$ cat src/rtl/alu_arbiter.sv
// Two-port arbiter and sequencer for the shared 8-bit ALU: IDLE -> EXEC -> RESP.
// Define ALU_ARBITER_ROUND_ROBIN_EN for round-robin arbitration; fixed priority (port 0) otherwise.
module alu_arbiter #(
  parameter int DATA_W = 8,
  parameter int OP_W   = 5
) (
  input  logic              clk,
  input  logic              reset,
  input  logic [1:0]        req_valid,
  output logic [1:0]        req_ready,
  input  logic [OP_W-1:0]   req0_op,
  input  logic [DATA_W-1:0] req0_a,
  input  logic [DATA_W-1:0] req0_b,
  input  logic [OP_W-1:0]   req1_op,
  input  logic [DATA_W-1:0] req1_a,
  input  logic [DATA_W-1:0] req1_b,
  output logic [OP_W-1:0]   alu_ctrl,
  output logic [DATA_W-1:0] alu_a,
  output logic [DATA_W-1:0] alu_b,
  input  logic [DATA_W-1:0] alu_result,
  input  logic [DATA_W-1:0] alu_result2,
  input  logic [3:0]        alu_flags,
  output logic              rsp_valid,
  input  logic              rsp_ready,
  output logic              rsp_id,
  output logic [DATA_W-1:0] rsp_result,
  output logic [DATA_W-1:0] rsp_result2,
  output logic [3:0]        rsp_flags
);

  typedef enum logic [1:0] {S_IDLE, S_EXEC, S_RESP} state_t;

  state_t            r_state;
  logic              r_id;
  logic [OP_W-1:0]   r_alu_ctrl;
  logic [DATA_W-1:0] r_alu_a;
  logic [DATA_W-1:0] r_alu_b;
  logic              r_rsp_valid;
  logic [DATA_W-1:0] r_rsp_result;
  logic [DATA_W-1:0] r_rsp_result2;
  logic [3:0]        r_rsp_flags;
`ifdef ALU_ARBITER_ROUND_ROBIN_EN
  logic              r_ptr;
`endif

  logic w_sel;
  logic w_accept;

  // Only a port with req_valid high can see req_ready, so w_sel may point at an idle port.
  always_comb begin
    // NOTE: every combinational output gets a default first so no path leaves it unassigned (no latch).
    req_ready = 2'b00;
`ifdef ALU_ARBITER_ROUND_ROBIN_EN
    w_sel = req_valid[0] ? (req_valid[1] ? r_ptr : 1'b0) : 1'b1;
`else
    w_sel = ~req_valid[0];
`endif
    if (r_state == S_IDLE && req_valid[w_sel]) req_ready[w_sel] = 1'b1;
    w_accept = |req_ready;
  end

  // The ALU drive registers double as the latched request, and are zero outside EXEC.
  always_ff @(posedge clk or posedge reset) begin
    // NOTE: sequential state uses non-blocking assignments so every register samples pre-edge values.
    if (reset) begin
      r_state       <= S_IDLE;
      r_id          <= 1'b0;
      r_alu_ctrl    <= '0;
      r_alu_a       <= '0;
      r_alu_b       <= '0;
      r_rsp_valid   <= 1'b0;
      r_rsp_result  <= '0;
      r_rsp_result2 <= '0;
      r_rsp_flags   <= '0;
`ifdef ALU_ARBITER_ROUND_ROBIN_EN
      r_ptr         <= 1'b0;
`endif
    end else begin
      case (r_state)
        S_IDLE: begin
          if (w_accept) begin
            r_id       <= w_sel;
            r_alu_ctrl <= w_sel ? req1_op : req0_op;
            r_alu_a    <= w_sel ? req1_a  : req0_a;
            r_alu_b    <= w_sel ? req1_b  : req0_b;
            r_state    <= S_EXEC;
          end
        end
        S_EXEC: begin
          r_rsp_result  <= alu_result;
          r_rsp_result2 <= alu_result2;
          r_rsp_flags   <= alu_flags;
          r_rsp_valid   <= 1'b1;
          r_alu_ctrl    <= '0;
          r_alu_a       <= '0;
          r_alu_b       <= '0;
          r_state       <= S_RESP;
        end
        S_RESP: begin
          if (rsp_ready) begin
            r_rsp_valid <= 1'b0;
            r_state     <= S_IDLE;
`ifdef ALU_ARBITER_ROUND_ROBIN_EN
            r_ptr       <= ~r_id;
`endif
          end
        end
        default: r_state <= S_IDLE;
      endcase
    end
  end

  assign alu_ctrl    = r_alu_ctrl;
  assign alu_a       = r_alu_a;
  assign alu_b       = r_alu_b;
  assign rsp_valid   = r_rsp_valid;
  assign rsp_id      = r_id;
  assign rsp_result  = r_rsp_result;
  assign rsp_result2 = r_rsp_result2;
  assign rsp_flags   = r_rsp_flags;

endmodule
$ cat config.mk
export PLATFORM = sky130hd
export DESIGN_NAME = alu_arbiter
export DESIGN_NICKNAME = d
export VERILOG_FILES = /design/src/rtl/alu_arbiter.sv
export SDC_FILE = /design/constraint.sdc
export NUM_CORES = 1
export LEC_CHECK = 0
export BUFFER_PORTS_ARGS = -buffer_cell sky130_fd_sc_hd__buf_2
export CORE_MARGIN = 4
export CORE_UTILIZATION = 47
export DETAILED_ROUTE_END_ITERATION = 10
export GPL_TIMING_DRIVEN = 0
export PLACE_DENSITY = 0.84
export SETUP_SLACK_MARGIN = 0.4
export SYNTH_ARGS = -nofsm -noshare
export SYNTH_HDL_FRONTEND = slang
export SYNTH_SLANG_ARGS = --single-unit
$ cat constraint.sdc
create_clock -name clk -period 4.15 [get_ports clk]
set_clock_uncertainty 0.05 [all_clocks]
set_input_delay 1.245 -clock clk [delete_from_list [all_inputs] [get_ports clk]]
set_output_delay 1.245 -clock clk [all_outputs]
set_load 0.02 [all_outputs]
# --- Word-level counts from Yosys, hierarchy flattened ---
# Cells that the tools add are included.
totals:
  regBits: 45
  input_bits: 67
  word_cells: 45
classes:
  magnitude_cmp: 2
  eq_ne: 4
  n_mux: 19
  bitwise: 1
  n_reduce_logical: 10
op_table:
  columns: ["operator", "n"]
  rows:
  - ["8-bit two-way mux", 4]
  - ["8-bit one-hot mux with 2 select lines", 2]
  - ["5-bit two-way mux", 2]
  - ["5-bit one-hot mux with 2 select lines", 1]
  - ["2-bit AND reduction", 4]
  - ["2-bit two-way mux", 3]
  - ["2-bit one-hot mux with 3 select lines", 1]
  - ["1-bit two-way mux", 4]
  - ["2-bit inequality test (second input constant)", 2]
  - ["2-bit nonzero test", 2]
  - ["2-bit by 1-bit equality test with 1-bit output (second input constant)", 1]
  - ["2-bit equality test (second input constant)", 1]
  - ["1-bit logical AND", 2]
  - ["2-bit logical NOT", 1]
  - ["1-bit by 2-bit < comparator with 1-bit output (second input constant)", 1]
  - ["1-bit one-hot mux with 2 select lines", 1]
  - ["2-bit OR reduction", 1]
  - ["1-bit demux with 1-bit select", 1]
  - ["1-bit greater-or-equal comparator (second input constant)", 1]
  - ["1-bit inverter", 1]

# --- Longest topological paths before layout ---
depth:
  depth_word: 9
  depth_mapped: 6
  mapped_depth_nobuf: 3

# --- Worst setup path after synthesis ---
# Ideal clock, no wire load.
synth_path:
  kind: "input -> output"
  startpoint: "input port req_valid[0]"
  endpoint: "output port req_ready[1]"
  t_arrival_ns: 2.187
  path_slack_ns: 0.668
  stages: 6
  n_path_buf: 3
  cell_sequence: "buf_4 -> nor2_1 -> or3_1 -> buf_6 -> buf_6 -> nor2_2"
synth_between:
  elab_chain_cells: 6
  elab_cells_between_ends: 10
synth_lines:
  columns: ["item", "line_no", "rtl"]
  rows:
  - ["start, declared", "9", "input logic [1:0] req_valid,"]
  - ["1-bit inverter", "56", "w_sel = ~req_valid[0];"]
  - ["1-bit by 2-bit < comparator with 1-bit output (implied by the code) or 1-bit greater-or-equal comparator (tied branches)", "58", "if (r_state == S_IDLE && req_valid[w_sel]) req_ready[w_sel] = 1'b1;"]
  - ["1-bit logical AND (implied by the code)", "58", null]
  - ["1-bit two-way mux (implied by the code)", "58", null]
  - ["1-bit demux with 1-bit select", "58", null]
  - ["2-bit two-way mux (*)", "58", null]
  - ["end, declared", "10", "output logic [1:0] req_ready,"]
# Mark *: on every way between the ends. The rest lies on a longest branch, timed or not. The select of a mux whose other input is x is not followed.

# --- Worst setup path in the final report ---
# Ends and elaborated chain as after synthesis.

==> results.json <==
{
  "outcome": "complete, no violations",
  "nNetsFinal": 317,
  "overflow": 0,
  "worst_pin_slew_ns": 0.294,
  "htreeDepth": 2,
  "finalMaxSlewViolations": 0,
  "synth_top_area_frac": 0.560,
  "synthesis.nets": 199,
  "grt_use_total": 0.175,
  "crit-reg2reg-launch": "r_state[1]",
  "final_area_sq_um": 2750,
  "hold_viol": 0,
  "synth_flop_cell": "dfrtp_1",
  "clockRootBuffer": "clkbuf_8",
  "synth-edff-count": 0,
  "slew_headroom": 0.804,
  "ys_seq_area_frac": 0.560,
  "num_io_pins": 112,
  "period_needed_ns": 3.57,
  "worstReg2RegEnd": "rsp_result[7]",
  "yosysTopAreaCell": "dfrtp_1",
  "cts_buffers": 5,
  "dr.first_iter.drc_count": 40,
  "postSynthCellCount": 132,
  "clk_path_buf_depth": 2,
  "postLayoutCoreUtil": 0.679,
  "n_fill_cell": 320,
  "synth.most_common_cell": "dfrtp_1",
  "core_sq_um": 4060,
  "synth_cell_type_count": 21,
  "tns_ns": 0,
  "final_layout_size_suffix_gt1_frac": 0.633,
  "finalCritPeriodShare": 0.859,
  "path_max_fanout": 10,
  "critPathCapture": "req_ready[1]",
  "finalWorstSetupSlack_ns": 0.584,
  "synth_warnings": 0,
  "grt_pass1_wl_mm": 7.24,
  "async_flop_share": 1.00,
  "ctsResizeCount": 0,
  "avgViaCountPerCell": 4.95,
  "hold_buffers": 0,
  "crit_type": "input port to primary output",
  "synth-seq-cells": 45,
  "place_area_sq_um": 2640,
  "min_path_type": "flip-flop to flip-flop",
  "fp.dieH_um": 73.4,
  "start_util": 0.495,
  "avgSynthCellArea_sq_um": 15.2,
  "drc": 0,
  "clock_sinks": 45,
  "fp.dieW_um": 73.4,
  "multi_input_area_sq_um": 797,
  "area_delta_synth_final_pct": 37.0,
  "grt_antenna_before_repair": 0,
  "setup_violations": 0,
  "fmax_ghz": 0.280,
  "diodes": 0,
  "wl_per_cell_um": 14.9,
  "vias": 1489,
  "grt_max_degree": 41,
  "start_kind": "input port",
  "ys_top_cells_by_area": "dfrtp_1, o2bb2ai_2, mux2i_1",
  "drt-pass1-iter-count": 4,
  "post_cts_buffers": 0,
  "wl_mm": 4.47,
  "worst_setup_path_end_kind": "primary output",
  "crit_arrival_ns": 2.27,
  "postRouteAntennaNets": 0,
  "numPortBuffers": 110,
  "rsz0062_at_grt": "no",
  "peakVddDrop_mv": 0.450,
  "dieArea_sq_um": 5390,
  "drv_cap": 0,
  "leakage_nw": 1.43,
  "power_density_nw_per_um2": 748,
  "dp_slack_ns": 0.576,
  "clk_latency_ns": 0.29,
  "startpoint": "req_valid[0]",
  "hpwl_mm": 3.53,
  "syn_area_sq_um": 2010,
  "clk_pin_slew_worst_paths_ns": 0.08,
  "cts_tree": "yes",
  "reg2reg_depth": 3,
  "gp_congestion": 0.696,
  "rows": 23,
  "cp_data_required_time_ns": 2.85,
  "register_area_sq_um": 1130,
  "synth_common_cells": "dfrtp_1, mux2i_1, o2bb2ai_2, mux2_1, mux2_2",
  "reg2reg_slack_ns": 2.65,
  "grt_pass1_vias": 1577
}
-- per-stage QoR --
step | hold slack [ns] | std cells | total power, mW
after floorplan | 0.471 | 132 | 1.43
after global placement | 0.413 | 292 | 1.73
after detailed placement | 0.419 | 293 | 1.76
after CTS | 0.438 | 301 | 2.09
after global routing | 0.452 | 301 | 2.20
final | 0.434 | 301 | 2.06
-- per-layer routing --
metal / up-vias / part of all wire / track usage
met4: 0 / 0.0083 / 0.0503
met2: 73 / 0.47 / 0.278
met5: - / 0 / 0
met1: 700 / 0.40 / 0.222
met3: 5 / 0.12 / 0.0711
li1: 711 / - / -
-- flip-flops by register name, indices dropped and copies added (netlist names) --
register     flops
rsp_flags        4
alu_a            8
r_state          2
rsp_result2      8
rsp_valid        1
rsp_result       8
rsp_id           1
alu_ctrl         5
alu_b            8
-- cell type report --
| cell class | count | share of cell area |
|---|---|---|
| flip-flops and latches | 45 | 0.409 |
| multi-input cells | 73 | 0.289 |
| repair buffers | 111 | 0.207 |
| clock buffers | 6 | 0.0264 |
| plain buffers | 10 | 0.0259 |
| well taps | 50 | 0.0227 |
| clock inverters | 2 | 0.0141 |
| inverters | 4 | 0.00545 |
-- cells by family after synthesis --
kind of cell           share of synthesized area
AOI/OAI and AO/OA                          0.159
buffers and inverters                     0.0430
DFF                                        0.560
muxes                                      0.217
and+or+nand+nor                           0.0206
-- report_power, final --
part	total, mW	switching, mW	internal (mW)
registers	0.759	0.117	0.642
clock network	0.326	0.145	0.181
logic	0.976	0.570	0.406
-- critical path: stages --
cell and delay [ns]:
buf_4 0.12, nor2_1 0.06, or3_1 0.32, buf_6 0.14, buf_6 0.15, nor2_2 0.07
buf_2 0.16
-- worst min-delay path by stage --
stage / start / end / cells past startpoint
after floorplan: r_state[1] / rsp_valid / 1
after global routing: rsp_result[2] / rsp_result[2] / 1
after detailed placement: rsp_result[2] / rsp_result[2] / 1
final: rsp_result2[5] / rsp_result2[5] / 1
after global placement: rsp_result[2] / rsp_result[2] / 1
after CTS: rsp_result2[5] / rsp_result2[5] / 1
-- cell usage in the layout, fill, tap and decap left out --
| cell type | n |
|---|---|
| mux2_1 | 10 |
| o21ai_0 | 1 |
| buf_2 | 116 |
| inv_1 | 2 |
| o2bb2ai_1 | 3 |
| nand3b_1 | 1 |
| nor2b_1 | 1 |
| nor3b_1 | 1 |
| a21oi_1 | 1 |
| mux2_2 | 10 |
| buf_12 | 1 |
| mux2i_1 | 21 |
| a21o_1 | 1 |
| dfrtp_1 | 45 |
| nor2_2 | 1 |
| clkbuf_1 | 1 |
| nor2_1 | 2 |
| clkinv_4 | 1 |
| or3_1 | 1 |
| buf_4 | 1 |
| o2bb2ai_2 | 18 |
| inv_2 | 2 |
| clkbuf_8 | 5 |
| bufinv_16 | 1 |
| buf_6 | 3 |
| a31oi_1 | 1 |
(Power assumes the default switching activity.)
